<file path="src/rtl/video_scanline_fx_if.sv">
// ---------------------------------------------------------------------------
// video_scanline_fx_if
//  Parallel RGB888 video stream with active-high timing strobes. One
//  instance carries the scaled stream into video_scanline_fx and a second
//  carries the processed stream out towards the HDMI encoder.
//
//  Signals
//   r, g, b    8 bits each   pixel colour channels
//   hs, vs, de 1 bit each    horizontal sync, vertical sync, data enable
//
//  Modports
//   master     drives the stream (producer side)
//   slave      receives the stream (consumer side)
// ---------------------------------------------------------------------------
interface video_scanline_fx_if;
    logic [7:0] r;
    logic [7:0] g;
    logic [7:0] b;
    logic       hs;
    logic       vs;
    logic       de;

    modport master (output r, g, b, hs, vs, de);
    modport slave  (input  r, g, b, hs, vs, de);
endinterface

</file>
<file path="src/rtl/video_scanline_fx.sv">
// ---------------------------------------------------------------------------
// video_scanline_fx
//  CRT scanline effect placed behind the 3x video scaler. Every SCALE-line
//  group has one line (phase DARK_LINE) darkened by the intensity latched at
//  the start of the frame. Pixels beyond ACTIVE_W in a line, and lines beyond
//  ACTIVE_H in a frame, are forced to black. The timing strobes are delayed
//  by the same two register stages as the pixel and are never altered.
//
//  Parameters
//   SCALE      output lines per native line (line-phase modulus, >= 2)
//   DARK_LINE  line phase that gets darkened (0..SCALE-1)
//   ACTIVE_W   max active pixels per line
//   ACTIVE_H   max active lines per frame
//
//  Ports
//   clk        video clock, rising edge
//   rst        synchronous reset, active-high
//   level      scanline intensity: 0 off, 1 25%, 2 50%, 3 75% darker
//   vid_in     scaled RGB + HS/VS/DE stream (slave)
//   vid_out    processed RGB + HS/VS/DE stream, 2 clk later (master)
//
//  Configuration
//   SCANLINE_ALT_PHASE_EN  when defined, a frame-parity bit toggles on every
//                          VS rising edge and odd frames darken phase
//                          (DARK_LINE+1)%SCALE instead of DARK_LINE.
// ---------------------------------------------------------------------------
module video_scanline_fx #(
    parameter int SCALE     = 3,
    parameter int DARK_LINE = 2,
    parameter int ACTIVE_W  = 960,
    parameter int ACTIVE_H  = 672
) (
    input  logic                       clk,
    input  logic                       rst,
    input  logic [1:0]                 level,
    video_scanline_fx_if.slave         vid_in,
    video_scanline_fx_if.master        vid_out
);

    localparam int XW = $clog2(ACTIVE_W + 1);
    localparam int YW = $clog2(ACTIVE_H + 1);
    localparam int PW = $clog2(SCALE);

    localparam logic [XW-1:0] X_MAX   = XW'(ACTIVE_W);
    localparam logic [YW-1:0] Y_MAX   = YW'(ACTIVE_H);
    localparam logic [PW-1:0] PH_LAST = PW'(SCALE - 1);
    localparam logic [PW-1:0] PH_DARK = PW'(DARK_LINE);
`ifdef SCANLINE_ALT_PHASE_EN
    localparam logic [PW-1:0] PH_ALT  = PW'((DARK_LINE + 1) % SCALE);
`endif

    // line/frame position and the per-frame intensity
    logic [XW-1:0] x_cnt;
    logic [YW-1:0] y_cnt;
    logic [PW-1:0] phase;
    logic [1:0]    lvl;

    // stage 1 registers
    logic [7:0]    s1_r;
    logic [7:0]    s1_g;
    logic [7:0]    s1_b;
    logic          s1_hs;
    logic          s1_vs;
    logic          s1_de;
    logic          s1_dark;
    logic          s1_blank;
    logic [1:0]    s1_lvl;

    // stage 2 (output) registers
    logic [7:0]    o_r;
    logic [7:0]    o_g;
    logic [7:0]    o_b;
    logic          o_hs;
    logic          o_vs;
    logic          o_de;

    logic          vs_rise;
    logic          de_fall;
    logic [PW-1:0] dark_phase;
    logic          dark_now;
    logic          blank_now;

    // The stage-1 copies of vs/de double as the "previous" samples for
    // edge detection, so a rising/falling edge is seen on the same cycle the
    // edge arrives at the input.
    assign vs_rise = vid_in.vs & ~s1_vs;
    assign de_fall = ~vid_in.de & s1_de;

`ifdef SCANLINE_ALT_PHASE_EN
    logic parity;

    always_ff @(posedge clk) begin
        if (rst) begin
            parity <= 1'b0;
        end else if (vs_rise) begin
            parity <= ~parity;
        end
    end

    assign dark_phase = parity ? PH_ALT : PH_DARK;
`else
    assign dark_phase = PH_DARK;
`endif

    // The incoming pixel is judged against the counters as they stand
    // before this cycle's update, so the first pixel of a line sees x = 0.
    assign dark_now  = (phase == dark_phase) && (lvl != 2'd0);
    assign blank_now = (x_cnt >= X_MAX) || (y_cnt >= Y_MAX);

    // Position counters. VS rising restarts the frame and is the only point
    // where the intensity is taken from the port; it also overrides a DE
    // falling edge landing on the same cycle.
    always_ff @(posedge clk) begin
        if (rst) begin
            x_cnt <= '0;
            y_cnt <= '0;
            phase <= '0;
            lvl   <= 2'd0;
        end else if (vs_rise) begin
            x_cnt <= '0;
            y_cnt <= '0;
            phase <= '0;
            lvl   <= level;
        end else if (de_fall) begin
            x_cnt <= '0;
            if (y_cnt != Y_MAX) begin
                y_cnt <= y_cnt + 1'b1;
            end
            phase <= (phase == PH_LAST) ? '0 : phase + 1'b1;
        end else if (vid_in.de && (x_cnt != X_MAX)) begin
            x_cnt <= x_cnt + 1'b1;
        end
    end

    // Stage 1: capture the input together with its darken/blank decision.
    // The intensity travels with the pixel so a level latched on the next
    // VS cannot reach a pixel already in flight.
    always_ff @(posedge clk) begin
        if (rst) begin
            s1_r     <= 8'd0;
            s1_g     <= 8'd0;
            s1_b     <= 8'd0;
            s1_hs    <= 1'b0;
            s1_vs    <= 1'b0;
            s1_de    <= 1'b0;
            s1_dark  <= 1'b0;
            s1_blank <= 1'b0;
            s1_lvl   <= 2'd0;
        end else begin
            s1_r     <= vid_in.r;
            s1_g     <= vid_in.g;
            s1_b     <= vid_in.b;
            s1_hs    <= vid_in.hs;
            s1_vs    <= vid_in.vs;
            s1_de    <= vid_in.de;
            s1_dark  <= dark_now;
            s1_blank <= blank_now;
            s1_lvl   <= lvl;
        end
    end

    function automatic logic [7:0] shade(input logic [7:0] c,
                                         input logic       dark,
                                         input logic       blank,
                                         input logic       de,
                                         input logic [1:0] lv);
        logic [7:0] res;
        res = c;
        if (blank || !de) begin
            res = 8'd0;
        end else if (dark) begin
            case (lv)
                2'd1:    res = c - (c >> 2);
                2'd2:    res = c >> 1;
                2'd3:    res = c >> 2;
                default: res = c;
            endcase
        end
        return res;
    endfunction

    // Stage 2: apply the effect; timing strobes pass through untouched.
    always_ff @(posedge clk) begin
        if (rst) begin
            o_r  <= 8'd0;
            o_g  <= 8'd0;
            o_b  <= 8'd0;
            o_hs <= 1'b0;
            o_vs <= 1'b0;
            o_de <= 1'b0;
        end else begin
            o_r  <= shade(s1_r, s1_dark, s1_blank, s1_de, s1_lvl);
            o_g  <= shade(s1_g, s1_dark, s1_blank, s1_de, s1_lvl);
            o_b  <= shade(s1_b, s1_dark, s1_blank, s1_de, s1_lvl);
            o_hs <= s1_hs;
            o_vs <= s1_vs;
            o_de <= s1_de;
        end
    end

    assign vid_out.r  = o_r;
    assign vid_out.g  = o_g;
    assign vid_out.b  = o_b;
    assign vid_out.hs = o_hs;
    assign vid_out.vs = o_vs;
    assign vid_out.de = o_de;

endmodule
</file>
<file path="src/flat_wrapper.sv">
// flat-port wrapper written by rule: the top's interface ports become plain ports
module video_scanline_fx_flat 
#(
    parameter int SCALE     = 3,
    parameter int DARK_LINE = 2,
    parameter int ACTIVE_W  = 960,
    parameter int ACTIVE_H  = 672
)
  (clk, rst, level, vid_in_r, vid_in_g, vid_in_b, vid_in_hs, vid_in_vs, vid_in_de, vid_out_r, vid_out_g, vid_out_b, vid_out_hs, vid_out_vs, vid_out_de);
  video_scanline_fx_if vid_in_i ();
  video_scanline_fx_if vid_out_i ();
  input  logic clk;
  input  logic rst;
  input  logic [1:0] level;
  input wire logic [$bits(vid_in_i.r)-1:0] vid_in_r;
  input wire logic [$bits(vid_in_i.g)-1:0] vid_in_g;
  input wire logic [$bits(vid_in_i.b)-1:0] vid_in_b;
  input wire logic [$bits(vid_in_i.hs)-1:0] vid_in_hs;
  input wire logic [$bits(vid_in_i.vs)-1:0] vid_in_vs;
  input wire logic [$bits(vid_in_i.de)-1:0] vid_in_de;
  output wire logic [$bits(vid_out_i.r)-1:0] vid_out_r;
  output wire logic [$bits(vid_out_i.g)-1:0] vid_out_g;
  output wire logic [$bits(vid_out_i.b)-1:0] vid_out_b;
  output wire logic [$bits(vid_out_i.hs)-1:0] vid_out_hs;
  output wire logic [$bits(vid_out_i.vs)-1:0] vid_out_vs;
  output wire logic [$bits(vid_out_i.de)-1:0] vid_out_de;
  assign vid_in_i.r = vid_in_r;
  assign vid_in_i.g = vid_in_g;
  assign vid_in_i.b = vid_in_b;
  assign vid_in_i.hs = vid_in_hs;
  assign vid_in_i.vs = vid_in_vs;
  assign vid_in_i.de = vid_in_de;
  assign vid_out_r = vid_out_i.r;
  assign vid_out_g = vid_out_i.g;
  assign vid_out_b = vid_out_i.b;
  assign vid_out_hs = vid_out_i.hs;
  assign vid_out_vs = vid_out_i.vs;
  assign vid_out_de = vid_out_i.de;
  video_scanline_fx #(.SCALE(SCALE), .DARK_LINE(DARK_LINE), .ACTIVE_W(ACTIVE_W), .ACTIVE_H(ACTIVE_H)) u_core (.clk(clk), .rst(rst), .level(level), .vid_in(vid_in_i), .vid_out(vid_out_i));
endmodule
</file>
<file path="config.mk">
export PLATFORM = sky130hd
export DESIGN_NAME = video_scanline_fx_flat
export DESIGN_NICKNAME = d
export VERILOG_FILES = /design/src/rtl/video_scanline_fx_if.sv /design/src/rtl/video_scanline_fx.sv /design/src/flat_wrapper.sv
export SDC_FILE = /design/constraint.sdc
export NUM_CORES = 1
export LEC_CHECK = 0
export BUFFER_PORTS_ARGS = -buffer_cell sky130_fd_sc_hd__buf_2
export CORE_UTILIZATION = 60
export CTS_BUF_LIST = sky130_fd_sc_hd__clkbuf_4
export DETAILED_ROUTE_END_ITERATION = 7
export PLACE_DENSITY = 0.93
export SLEW_MARGIN = 30
export SYNTH_ARGS = -nofsm -noshare
export SYNTH_HDL_FRONTEND = slang
export SYNTH_SLANG_ARGS = --single-unit
</file>
<file path="constraint.sdc">
create_clock -name clk -period 4.28 [get_ports clk]
set_clock_uncertainty 0.05 [all_clocks]
set_input_delay 0.428 -clock clk [delete_from_list [all_inputs] [get_ports clk]]
set_output_delay 0.428 -clock clk [all_outputs]
set_load 0.01 [all_outputs]
</file>
==> impl_metrics.py, run 1 <==
metrics = {
    "synthesis": {
        "synth_nets": 544,
        "ys.flop_type": "dfxtp_1",
        "syn_inst": 488,
        "yosys.area_share.adder_pct": 8.01,
        "synthArstFlopShare_pct": 0,
        "synth-simple-area-share_pct": 22.4,
        "ys_seq_elements": 82,
        "yosysWarningCount": 0,
        "synth_common_cells": "82 x dfxtp_1, 46 x nand2_1, 45 x nor2_1, 40 x nor2b_1, 33 x o21ai_0",
        "ys_types": 47,
        "synth_top_family_by_area": "simple AND/OR/NAND/NOR gates",
        "synth_compound_area_share_pct": 16.3,
        "yosys-top-cells-area": "dfxtp_1 39%, ha_1 6.6%, nor2b_1 6.0%",
        "synth_xor_area_share_pct": 6.07,
        "ys_seq_area_share_pct": 39.2,
        "synth_edf_count": 0,
        "synth.top_cell.area_share_pct": 39.2,
        "synth_mux_area_share_pct": 2.87,
        "synth_most_common_cell": "dfxtp_1",
        "synth_top_area_cell": "dfxtp_1",
        "syn-cell-area_um2": 4190,
        "syn_avg_cell_area_um2": 8.58,
    },
    "floorplan": {
        "rows": 30,
        "die_h_um": 85.5,
        "fp.dieW_um": 85.5,
        "fp.coreArea_um2": 6760,
        "floorplan.die_area_um2": 7320,
        "io_pins": 58,
        "start_util_pct": 62.0,
    },
    "critical_path": {
        "cpPeakStageDelay_ns": 0.99,
        "startpoint_type": "register",
        "cp_cell_sequence": "o21a_1 -> o21ai_0 -> nor3_1 -> mux2i_1 -> nand2_1",
        "path_delay_family": "flip-flops",
        "crit_arrival_ns": 2.69,
        "regToRegStartpoint": "u_core.s1_lvl[1]",
        "critPathLaunch": "u_core.s1_lvl[1]",
        "critPathMaxFanout": 28,
        "endpoint_kind": "register",
        "critPathBufInv": 0,
        "worstSetupPathType": "register to register",
        "required_ns": 4.62,
        "crit_slowest_cell": "dfxtp_1",
    },
    "clock_network": {
        "cts_buffers": 9,
        "cts-root-buf": "clkbuf_4",
        "cts_tree": "built",
        "cts_resized": 0,
        "max-clock-path-buffers": 2,
        "htree_levels": 3,
        "clock_latency_ns": 0.44,
        "postCtsHoldBufs": 0,
        "postCtsSetupBuffers": 0,
        "cts.sinks": 82,
        "clk_pin_slew_worst_paths_ns": 0.13,
    },
    "final_layout": {
        "area_delta_synth_final_pct": 10.8,
        "finalNetCount": 592,
        "finish.utilization_pct": 68.6,
        "antenna_cells": 0,
        "drive_gt1_share_pct": 16.8,
        "instances_no_fill": 621,
        "post-route-cell-area_um2": 4640,
    },
    "worst_hold_path": {
        "min_from": "vid_in_r[7]",
        "min_path_type": "primary input to register",
    },
    "global_routing": {
        "grt_overflow": 0,
        "grt_pass1_vias": 3410,
        "antenna_found_initial": 0,
        "grtUsageTotal_pct": 25.9,
        "grt_first_pass_wirelength_um": 15200,
        "grt_max_degree": 40,
    },
    "timing": {
        "finalHoldViolations": 0,
        "max_freq_mhz": 427,
        "tightest_slew_ns": 1.03,
        "finalCritPeriodShare_pct": 54.8,
        "slew_headroom_pct": 31.2,
        "fin_tns_setup_ns": 0,
        "slew_violations": 0,
        "finalWorstSetupSlack_ns": 1.94,
        "min_period_ns": 2.34,
        "rsz0062_at_grt": "no",
        "setup_viol_count_final": 0,
        "whs_ns": 0.140,
    },
    "route": {
        "drtPass1Iterations": 5,
        "num_vias": 3581,
        "drc_errors": 0,
        "drtIter0Drc": 260,
        "vias_per_cell": 5.77,
        "drt-wirelength-per-cell_um": 14.3,
        "ant_nets": 0,
        "routed_wl_um": 8880,
    },
    "place": {
        "gp_congestion": 0.918,
        "portBuffers": 57,
        "postPlaceCellArea_um2": 4490,
        "pre_cts_ws_ns": 2.01,
        "dp_cells": 605,
        "hpwl_um": 6290,
    },
    "status": {
        "status": "complete, no violations",
    },
    "pwr": {
        "ir_drop_mv": 0.211,
        "p_per_area_nw_per_um2": 319,
        "p_leak_nw": 1.91,
        "power_mw": 1.48,
    },
    "job": {
        "drv_cap": 0,
    },
}
-- worst reg2reg max path, delay by kind of cell (launching register included) --
family          cells  cell delay, ns
compound gates      2            0.89
flops               1            0.99
mux                 1            0.09
simple gates        2            0.28
-- per-layer routing --
layer | global-route usage (%) | vias to the layer above | part of all wire (%)
met2 | 44.9 | 160 | 49
li1 | - | 1754 | -
met4 | 10.8 | 0 | 2.2
met5 | 0 | - | 0
met3 | 6.93 | 19 | 6.1
met1 | 30.3 | 1648 | 43
-- worst paths after layout --
path                            cells past startpoint                  end  slack [ns]
worst min-delay path                                2       u_core.s1_r[7]        0.14
worst max-delay path                                5  u_core.vid_out.g[5]        1.94
worst max register to register                      5  u_core.vid_out.g[5]        1.94
worst min register to register                      1    u_core.vid_out.hs        0.41
-- cell type report --
class,count,area [um2]
multi-input combinational,353,2330
clock buffer,9,67.6
tap,80,100
fill,510,2120
timing repair buffer,59,300
inverter,31,116
sequential,82,1640
clock inverter,7,76.3
-- cell usage in the layout, fill, tap and decap left out, drive strengths merged, types with 5 or more instances in the layout --
master / netlist / routed
o2bb2ai: 5 / 5
nor2b: 40 / 40
nor3: 6 / 6
nand4: 7 / 7
clkbuf: 9 / 9
xor2: 18 / 18
o21ai: 37 / 37
xnor2: 11 / 11
ha: 22 / 22
nand2: 46 / 46
nand3: 12 / 12
mux2i: 12 / 12
inv: 31 / 33
dfxtp: 82 / 82
o21a: 11 / 11
a21oi: 23 / 23
and3: 5 / 5
or2: 5 / 5
buf: 13 / 59
o22ai: 5 / 5
nor2: 45 / 45
-- power by group --
group / switching [mW] / internal (mW) / total, mW
logic: 0.111 / 0.0959 / 0.207
registers: 0.0232 / 0.786 / 0.809
clock network: 0.280 / 0.182 / 0.462
total: 0.415 / 1.06 / 1.48
-- registers in the layout (all words and copies together) (netlist names), 8 cells and up --
signal,cells
u_core.s1_g,8
u_core.x_cnt,10
u_core.s1_r,8
u_core.vid_out.g,8
u_core.y_cnt,10
u_core.vid_out.r,8
u_core.s1_b,8
u_core.vid_out.b,8
-- logic make-up after synthesis --
family,after synthesis
compound gates,106
flops,82
buf+inv,53
fa+ha+maj,25
simple gates,181
xor+xnor,29
mux,12
Note: power is estimated with default switching activity, not from simulation.
==> run 2, diff against run 1 <==
--- a/config.mk
+++ b/config.mk
@@ -5,11 +5,12 @@
 export SDC_FILE = /design/constraint.sdc
 export NUM_CORES = 1
 export LEC_CHECK = 0
+export ABC_AREA = 1
 export BUFFER_PORTS_ARGS = -buffer_cell sky130_fd_sc_hd__buf_2
-export CORE_UTILIZATION = 60
+export CORE_UTILIZATION = 54
 export CTS_BUF_LIST = sky130_fd_sc_hd__clkbuf_4
 export DETAILED_ROUTE_END_ITERATION = 7
-export PLACE_DENSITY = 0.93
+export PLACE_DENSITY = 0.89
 export SLEW_MARGIN = 30
 export SYNTH_ARGS = -nofsm -noshare
 export SYNTH_HDL_FRONTEND = slang
==> constraint.sdc (replaced) <==
create_clock -name clk -period 1.9 [get_ports clk]
set_clock_uncertainty 0.05 [all_clocks]
set_input_delay 0.19 -clock clk [delete_from_list [all_inputs] [get_ports clk]]
set_output_delay 0.19 -clock clk [all_outputs]
set_load 0.01 [all_outputs]
==> run 2 against run 1 <==
Flip-flop and latch count is the same. Clock power grew to 2.5 times the previous value. First-iteration DRC count increased by 19%. Setup slack got worse by 1.8 ns. Final area increased by 7.5%. Largest power group unchanged.
==> impl_metrics.py, run 2 <==
metrics = {
    "status": {
        "status": "complete, no violations",
    },
    "timing": {
        "whs_ns": 0.00713,
        "setup_viol_count_final": 0,
        "tightest_slew_ns": 0.484,
        "max_freq_mhz": 565,
        "fin_tns_setup_ns": 0,
        "finalHoldViolations": 0,
        "finalCritPeriodShare_pct": 93.1,
        "slew_violations": 0,
        "rsz0062_at_grt": "no",
        "slew_headroom_pct": 67.7,
        "min_period_ns": 1.77,
    },
    "clock_network": {
        "clock_latency_ns": 0.43,
        "cts.sinks": 82,
        "max-clock-path-buffers": 2,
        "cts-root-buf": "clkbuf_4",
        "cts_buffers": 9,
        "postCtsSetupBuffers": 0,
        "clk_pin_slew_worst_paths_ns": 0.13,
        "htree_levels": 3,
        "cts_tree": "built",
    },
    "final_layout": {
        "fill_cells": 599,
        "finish.utilization_pct": 68.0,
        "antenna_cells": 0,
        "top_regs": "u_core.x_cnt: 10 flops, u_core.y_cnt: 10 flops",
        "area_delta_synth_final_pct": 20.1,
        "finalNetCount": 713,
        "mostFrequentLayoutCells": "101 x nand2_1, 94 x inv_1, 78 x dfxtp_1, 59 x nor2_1",
        "layout_commonest_cell": "nand2_1",
        "instances_no_fill": 761,
        "drive_gt1_share_pct": 16.0,
    },
    "synthesis": {
        "synthArstFlopShare_pct": 0,
        "synth_most_common_cell": "nand2_1",
        "synth_top_area_cell": "dfxtp_1",
        "synth_nets": 623,
        "synth_edf_count": 0,
        "ys_types": 38,
        "ys.flop_type": "dfxtp_1",
        "ys_seq_area_share_pct": 39.5,
        "yosys-top-cells-area": "dfxtp_1 40%, nand2_1 9.1%, inv_1 8.5%",
        "syn_avg_cell_area_um2": 7.32,
        "syn_inst": 567,
        "synth.top_cell.area_share_pct": 39.5,
        "syn-cell-area_um2": 4150,
        "ys_seq_elements": 82,
        "synth_common_cells": "101 x nand2_1, 94 x inv_1, 82 x dfxtp_1, 59 x nor2_1, 57 x a21oi_1",
        "yosysWarningCount": 0,
    },
    "global_routing": {
        "grt_overflow": 0,
        "grtUsageTotal_pct": 27.8,
        "grt_first_pass_wirelength_um": 17200,
        "grt_max_degree": 22,
        "grt_pass1_vias": 4008,
        "antenna_found_initial": 0,
    },
    "place": {
        "hpwl_um": 7130,
        "gp_congestion": 0.939,
        "dp_cells": 718,
        "portBuffers": 57,
    },
    "floorplan": {
        "io_pins": 58,
        "fp.dieW_um": 89.7,
        "floorplan.die_area_um2": 8050,
        "rows": 31,
        "fp.coreArea_um2": 7330,
        "die_h_um": 89.7,
        "start_util_pct": 56.6,
    },
    "critical_path": {
        "critPathMostFrequentCell": "a21oi_1",
        "startpoint_type": "register",
        "regToRegStartpoint": "u_core.s1_g[4]",
        "required_ns": 2.17,
        "critical_path_depth": 8,
        "r2r_setup_slack_ns": 0.13,
        "worstSetupPathType": "register to register",
        "endpoint_kind": "register",
        "path_delay_family": "compound AO/OA/AOI/OAI gates",
        "setup.worst_path.end": "u_core.vid_out.g[7]",
        "critPathBufInv": 1,
        "cpPeakStageDelay_ns": 0.41,
        "r2r-end": "u_core.vid_out.g[7]",
        "critPathMaxFanout": 5,
        "crit_slowest_cell": "dfxtp_1",
        "crit_arrival_ns": 2.04,
        "critPathLaunch": "u_core.s1_g[4]",
        "reg2reg_depth": 8,
        "cp_cell_sequence": "inv_1 -> ha_1 -> a21oi_1 -> a21oi_1 -> o21ai_1 -> nand3_1 -> nand2_1 -> nor2_1",
    },
    "pwr": {
        "ir_drop_mv": 0.390,
        "p_leak_nw": 2.31,
        "p_per_area_nw_per_um2": 696,
    },
    "route": {
        "routed_wl_um": 10300,
        "vias_per_cell": 5.39,
        "drt-wirelength-per-cell_um": 13.5,
        "ant_nets": 0,
        "num_vias": 4101,
        "drc_errors": 0,
        "drtPass1Iterations": 5,
        "drtIter0Drc": 309,
    },
    "worst_hold_path": {
        "min_path_type": "primary input to register",
    },
    "job": {
        "drv_cap": 0,
    },
}
[run 2: cell types whose count changed in the layout (fill, tap and decap cells not counted), sizes merged, moves of 11 or more]
cell	change
nand3	+11
nand2	+59
xor2	-13
nor2	+16
inv	+64
o21a	-11
mux2i	-12
nor2b	-40
a21oi	+34
dlygate4sd3	+27
[run 2: where the power goes]
group | switching (mW) | leakage [nW] | internal (mW)
combinational | 0.279 | 1.55 | 0.202
clock | 0.592 | 0.0877 | 0.582
sequential | 0.0469 | 0.672 | 1.77
total | 0.918 | 2.31 | 2.55
[run 2: routing by layer]
metal	GRT usage [%]	vias to the layer above	share of wire, %
met5	0	-	0
met2	50.3	163	52
met3	4.75	27	5.7
met1	31.0	1879	40
met4	14.6	0	2.4
li1	-	2032	-
[run 2: worst min-delay path by stage]
stage | start | to | slack [ns] | depth (start not counted)
after floorplan | vid_in_b[0] | u_core.s1_b[0] | 0.25 | 2
after global placement | vid_in_b[6] | u_core.s1_b[6] | 0.34 | 3
after detailed placement | vid_in_r[3] | u_core.s1_r[3] | 0.35 | 3
after CTS | level[1] | u_core.lvl[1] | 0.0001 | 3
after global routing | level[1] | u_core.lvl[1] | 0.02 | 3
final | level[1] | u_core.lvl[1] | 0.007 | 3
[run 2: what timing repair did]
action / 4_1_cts / 5_1_grt
hold buffers: 27 / 0
hold endpoints to repair: 27 / 0
setup endpoints to repair: 0 / 13
gates resized for setup: 0 / 9
[run 2: through the flow]
step	total power [mW]	area, um2	worst slack, ns
floorplan	2.15	4150	0.302
global placement	2.25	4540	0.120
detailed placement	2.27	4540	0.0883
CTS	3.47	4980	0.0384
global route	3.63	4990	0.000568
finish	3.47	4990	0.131
[run 2: layout make-up]
class                           instances  area, um2  area share [%]
Sequential cell                        82       1650            33.0
Tap cell                               99        124            2.48
Clock buffer                           12       90.1            1.81
Timing Repair Buffer                   92        616            12.3
Clock inverter                          4       76.3            1.53
Inverter                               97        364            7.30
Multi-Input combinational cell        375       2070            41.5
[run 2: cell families after synthesis]
logic type                 Yosys count  synth area share [%]
AOI/OAI and AO/OA                  121                  16.8
xor gates and xnor gates             8                  1.69
adders and majority gates           25                  8.07
buffers and inverters              110                  10.8
DFF                                 82                  39.5
and+or+nand+nor                    221                  23.1
[run 2: worst min-delay path, cell delays in order]
cell,delay [ns]
buf_2,0.09
o21ai_0,0.07
a21oi_1,0.11
==> run 3, diff against run 2 <==
--- a/config.mk
+++ b/config.mk
@@ -7,10 +7,10 @@
 export LEC_CHECK = 0
 export ABC_AREA = 1
 export BUFFER_PORTS_ARGS = -buffer_cell sky130_fd_sc_hd__buf_2
-export CORE_UTILIZATION = 54
+export CORE_UTILIZATION = 40
 export CTS_BUF_LIST = sky130_fd_sc_hd__clkbuf_4
 export DETAILED_ROUTE_END_ITERATION = 7
-export PLACE_DENSITY = 0.89
+export PLACE_DENSITY = 0.71
 export SLEW_MARGIN = 30
 export SYNTH_ARGS = -nofsm -noshare
 export SYNTH_HDL_FRONTEND = slang
==> run 3 against run 2 <==
Setup slack worse by 0.0098 ns. Routed wire length down 4.6%. Power down 5.7%. Die area up 34%. Combinational power about the same. Via count down 1.6%. Register-to-register slack about the same. Critical endpoint is now u_core.vid_out.r[2]. Largest cell class unchanged. Largest power group unchanged.
==> impl_metrics.py, run 3 (synthesis gave the netlist of run 2 again) <==
metrics = {
    "route": {
        "vias_per_cell": 5.05,
        "drtIter0Drc": 179,
        "drtPass1Iterations": 5,
        "num_vias": 4035,
        "drc_errors": 0,
        "ant_nets": 0,
        "drt-wirelength-per-cell_um": 12.3,
        "routed_wl_um": 9810,
    },
    "final_layout": {
        "multi_input_area_um2": 2070,
        "mostFrequentLayoutCells": "101 x nand2_1, 94 x inv_1, 80 x dfxtp_1, 59 x nor2_1",
        "layout_commonest_cell": "nand2_1",
        "area_delta_synth_final_pct": 21.1,
        "drive_gt1_share_pct": 15.8,
        "top_regs": "u_core.x_cnt: 10 flops, u_core.y_cnt: 10 flops",
        "antenna_cells": 0,
        "ff_latch_area_um2": 1640,
        "fill_cells": 965,
        "instances_no_fill": 799,
        "finalNetCount": 718,
    },
    "critical_path": {
        "setup.worst_path.end": "u_core.vid_out.r[2]",
        "required_ns": 2.18,
        "r2r_setup_slack_ns": 0.12,
        "critPathLaunch": "u_core.s1_r[2]",
        "critPathMaxFanout": 5,
        "r2r-end": "u_core.vid_out.r[2]",
        "regToRegStartpoint": "u_core.s1_r[2]",
        "worstSetupPathType": "register to register",
        "startpoint_type": "register",
        "endpoint_kind": "register",
        "crit_arrival_ns": 2.06,
        "reg2reg_depth": 6,
    },
    "clock_network": {
        "postCtsSetupBuffers": 0,
        "cts-root-buf": "clkbuf_4",
        "cts.sinks": 82,
        "max-clock-path-buffers": 2,
        "clock_latency_ns": 0.45,
        "cts_buffers": 9,
        "cts_tree": "built",
        "clk_pin_slew_worst_paths_ns": 0.14,
        "htree_levels": 3,
    },
    "floorplan": {
        "start_util_pct": 41.9,
        "rows": 36,
        "fp.dieW_um": 104,
        "die_h_um": 104,
        "io_pins": 58,
        "floorplan.die_area_um2": 10800,
        "fp.coreArea_um2": 9910,
    },
    "timing": {
        "finalCritPeriodShare_pct": 93.6,
        "max_freq_mhz": 562,
        "finalWorstSetupSlack_ns": 0.121,
        "tightest_slew_ns": 0.465,
        "slew_headroom_pct": 69.0,
        "slew_violations": 0,
        "setup_viol_count_final": 0,
        "finalHoldViolations": 0,
        "min_period_ns": 1.78,
    },
    "global_routing": {
        "grt_pass1_vias": 3809,
        "use_met1_pct": 22.2,
        "grt_use_met3_pct": 4.51,
        "grt_max_degree": 20,
        "grtUsageTotal_pct": 19.0,
        "grt_first_pass_wirelength_um": 16500,
        "busiest_layer": "met2",
        "grt_overflow": 0,
        "antenna_found_initial": 0,
        "met2_usage_pct": 32.4,
    },
    "worst_hold_path": {
        "min_path_type": "primary input to register",
    },
    "place": {
        "portBuffers": 57,
        "hpwl_um": 7100,
        "pre_cts_ws_ns": 0.0174,
        "gp_congestion": 0.892,
        "dp_cells": 755,
    },
    "status": {
        "status": "complete, no violations",
    },
    "pwr": {
        "p_leak_nw": 2.31,
        "power_mw": 3.27,
        "p_per_area_nw_per_um2": 651,
        "ir_drop_mv": 0.248,
    },
    "job": {
        "drv_cap": 0,
    },
}
==> run 3: changes by cell type in the layout (fill, tap and decap cells not counted), sizes merged <==
cell	previous run	this run
buf	65	68
dlygate4sd3	27	29
bufinv	2	1
clkinv	1	3
clkbuf	12	9
clkinvlp	1	2
==> run 3: power by group <==
group	switching [mW]	leakage, nW	internal [mW]
combinational	0.276	1.58	0.209
clock	0.589	0.0652	0.385
sequential	0.0446	0.671	1.77
total	0.910	2.31	2.36
==> run 3: how the worst min path moves through the flow <==
stage,slack [ns],startpoint,cells past startpoint,endpoint
finish,0.06,rst,2,u_core.s1_vs
global route,0.04,rst,2,u_core.s1_lvl[1]
CTS,0.04,rst,2,u_core.s1_lvl[1]
detailed placement,0.35,vid_in_b[5],3,u_core.s1_b[5]
global placement,0.34,vid_in_b[6],3,u_core.s1_b[6]
floorplan,0.25,vid_in_b[0],2,u_core.s1_b[0]
==> run 3: what timing repair did <==
action | in CTS | in global routing
setup endpoints to repair | 0 | 9
hold endpoints to repair | 29 | 0
hold buffers | 29 | 0
gates resized for setup | 0 | 7
==> run 3: per-stage QoR <==
| stage | instance area [um2] | util, % | hold WS (ns) | setup TNS (ns) |
|---|---|---|---|---|
| after detailed placement | 4600 | 46.5 | 0.346 | 0 |
| after floorplan | 4150 | - | 0.247 | 0 |
| final | 5030 | 50.8 | 0.0631 | 0 |
| after global routing | 5030 | 50.8 | 0.0395 | -0.0192 |
| after CTS | 5020 | 50.7 | 0.0381 | 0 |
| after global placement | 4600 | 46.5 | 0.339 | 0 |
==> run 3: worst max-delay path: stages (launching register included) <==
cell and delay, ns:
dfxtp_1 0.42, ha_1 0.18, inv_1 0.06, fa_1 0.43
or2_2 0.32, a21oi_1 0.14, a21oi_1 0.09
==> run 3: layout make-up <==
type / instances / share of cell area (%)
clock buffer: 9 / 1.34
clock inverter: 6 / 1.17
inverter: 97 / 7.24
multi-input combinational: 375 / 41.2
sequential: 82 / 32.7
tap: 133 / 3.31
timing repair buffer: 97 / 13.1
==> run 3: metal layers <==
metal / up-vias / routed length, um
li1: 2046 / -
met1: 1826 / 4220
met2: 139 / 4770
met3: 24 / 623
met4: 0 / 191
met5: - / 0
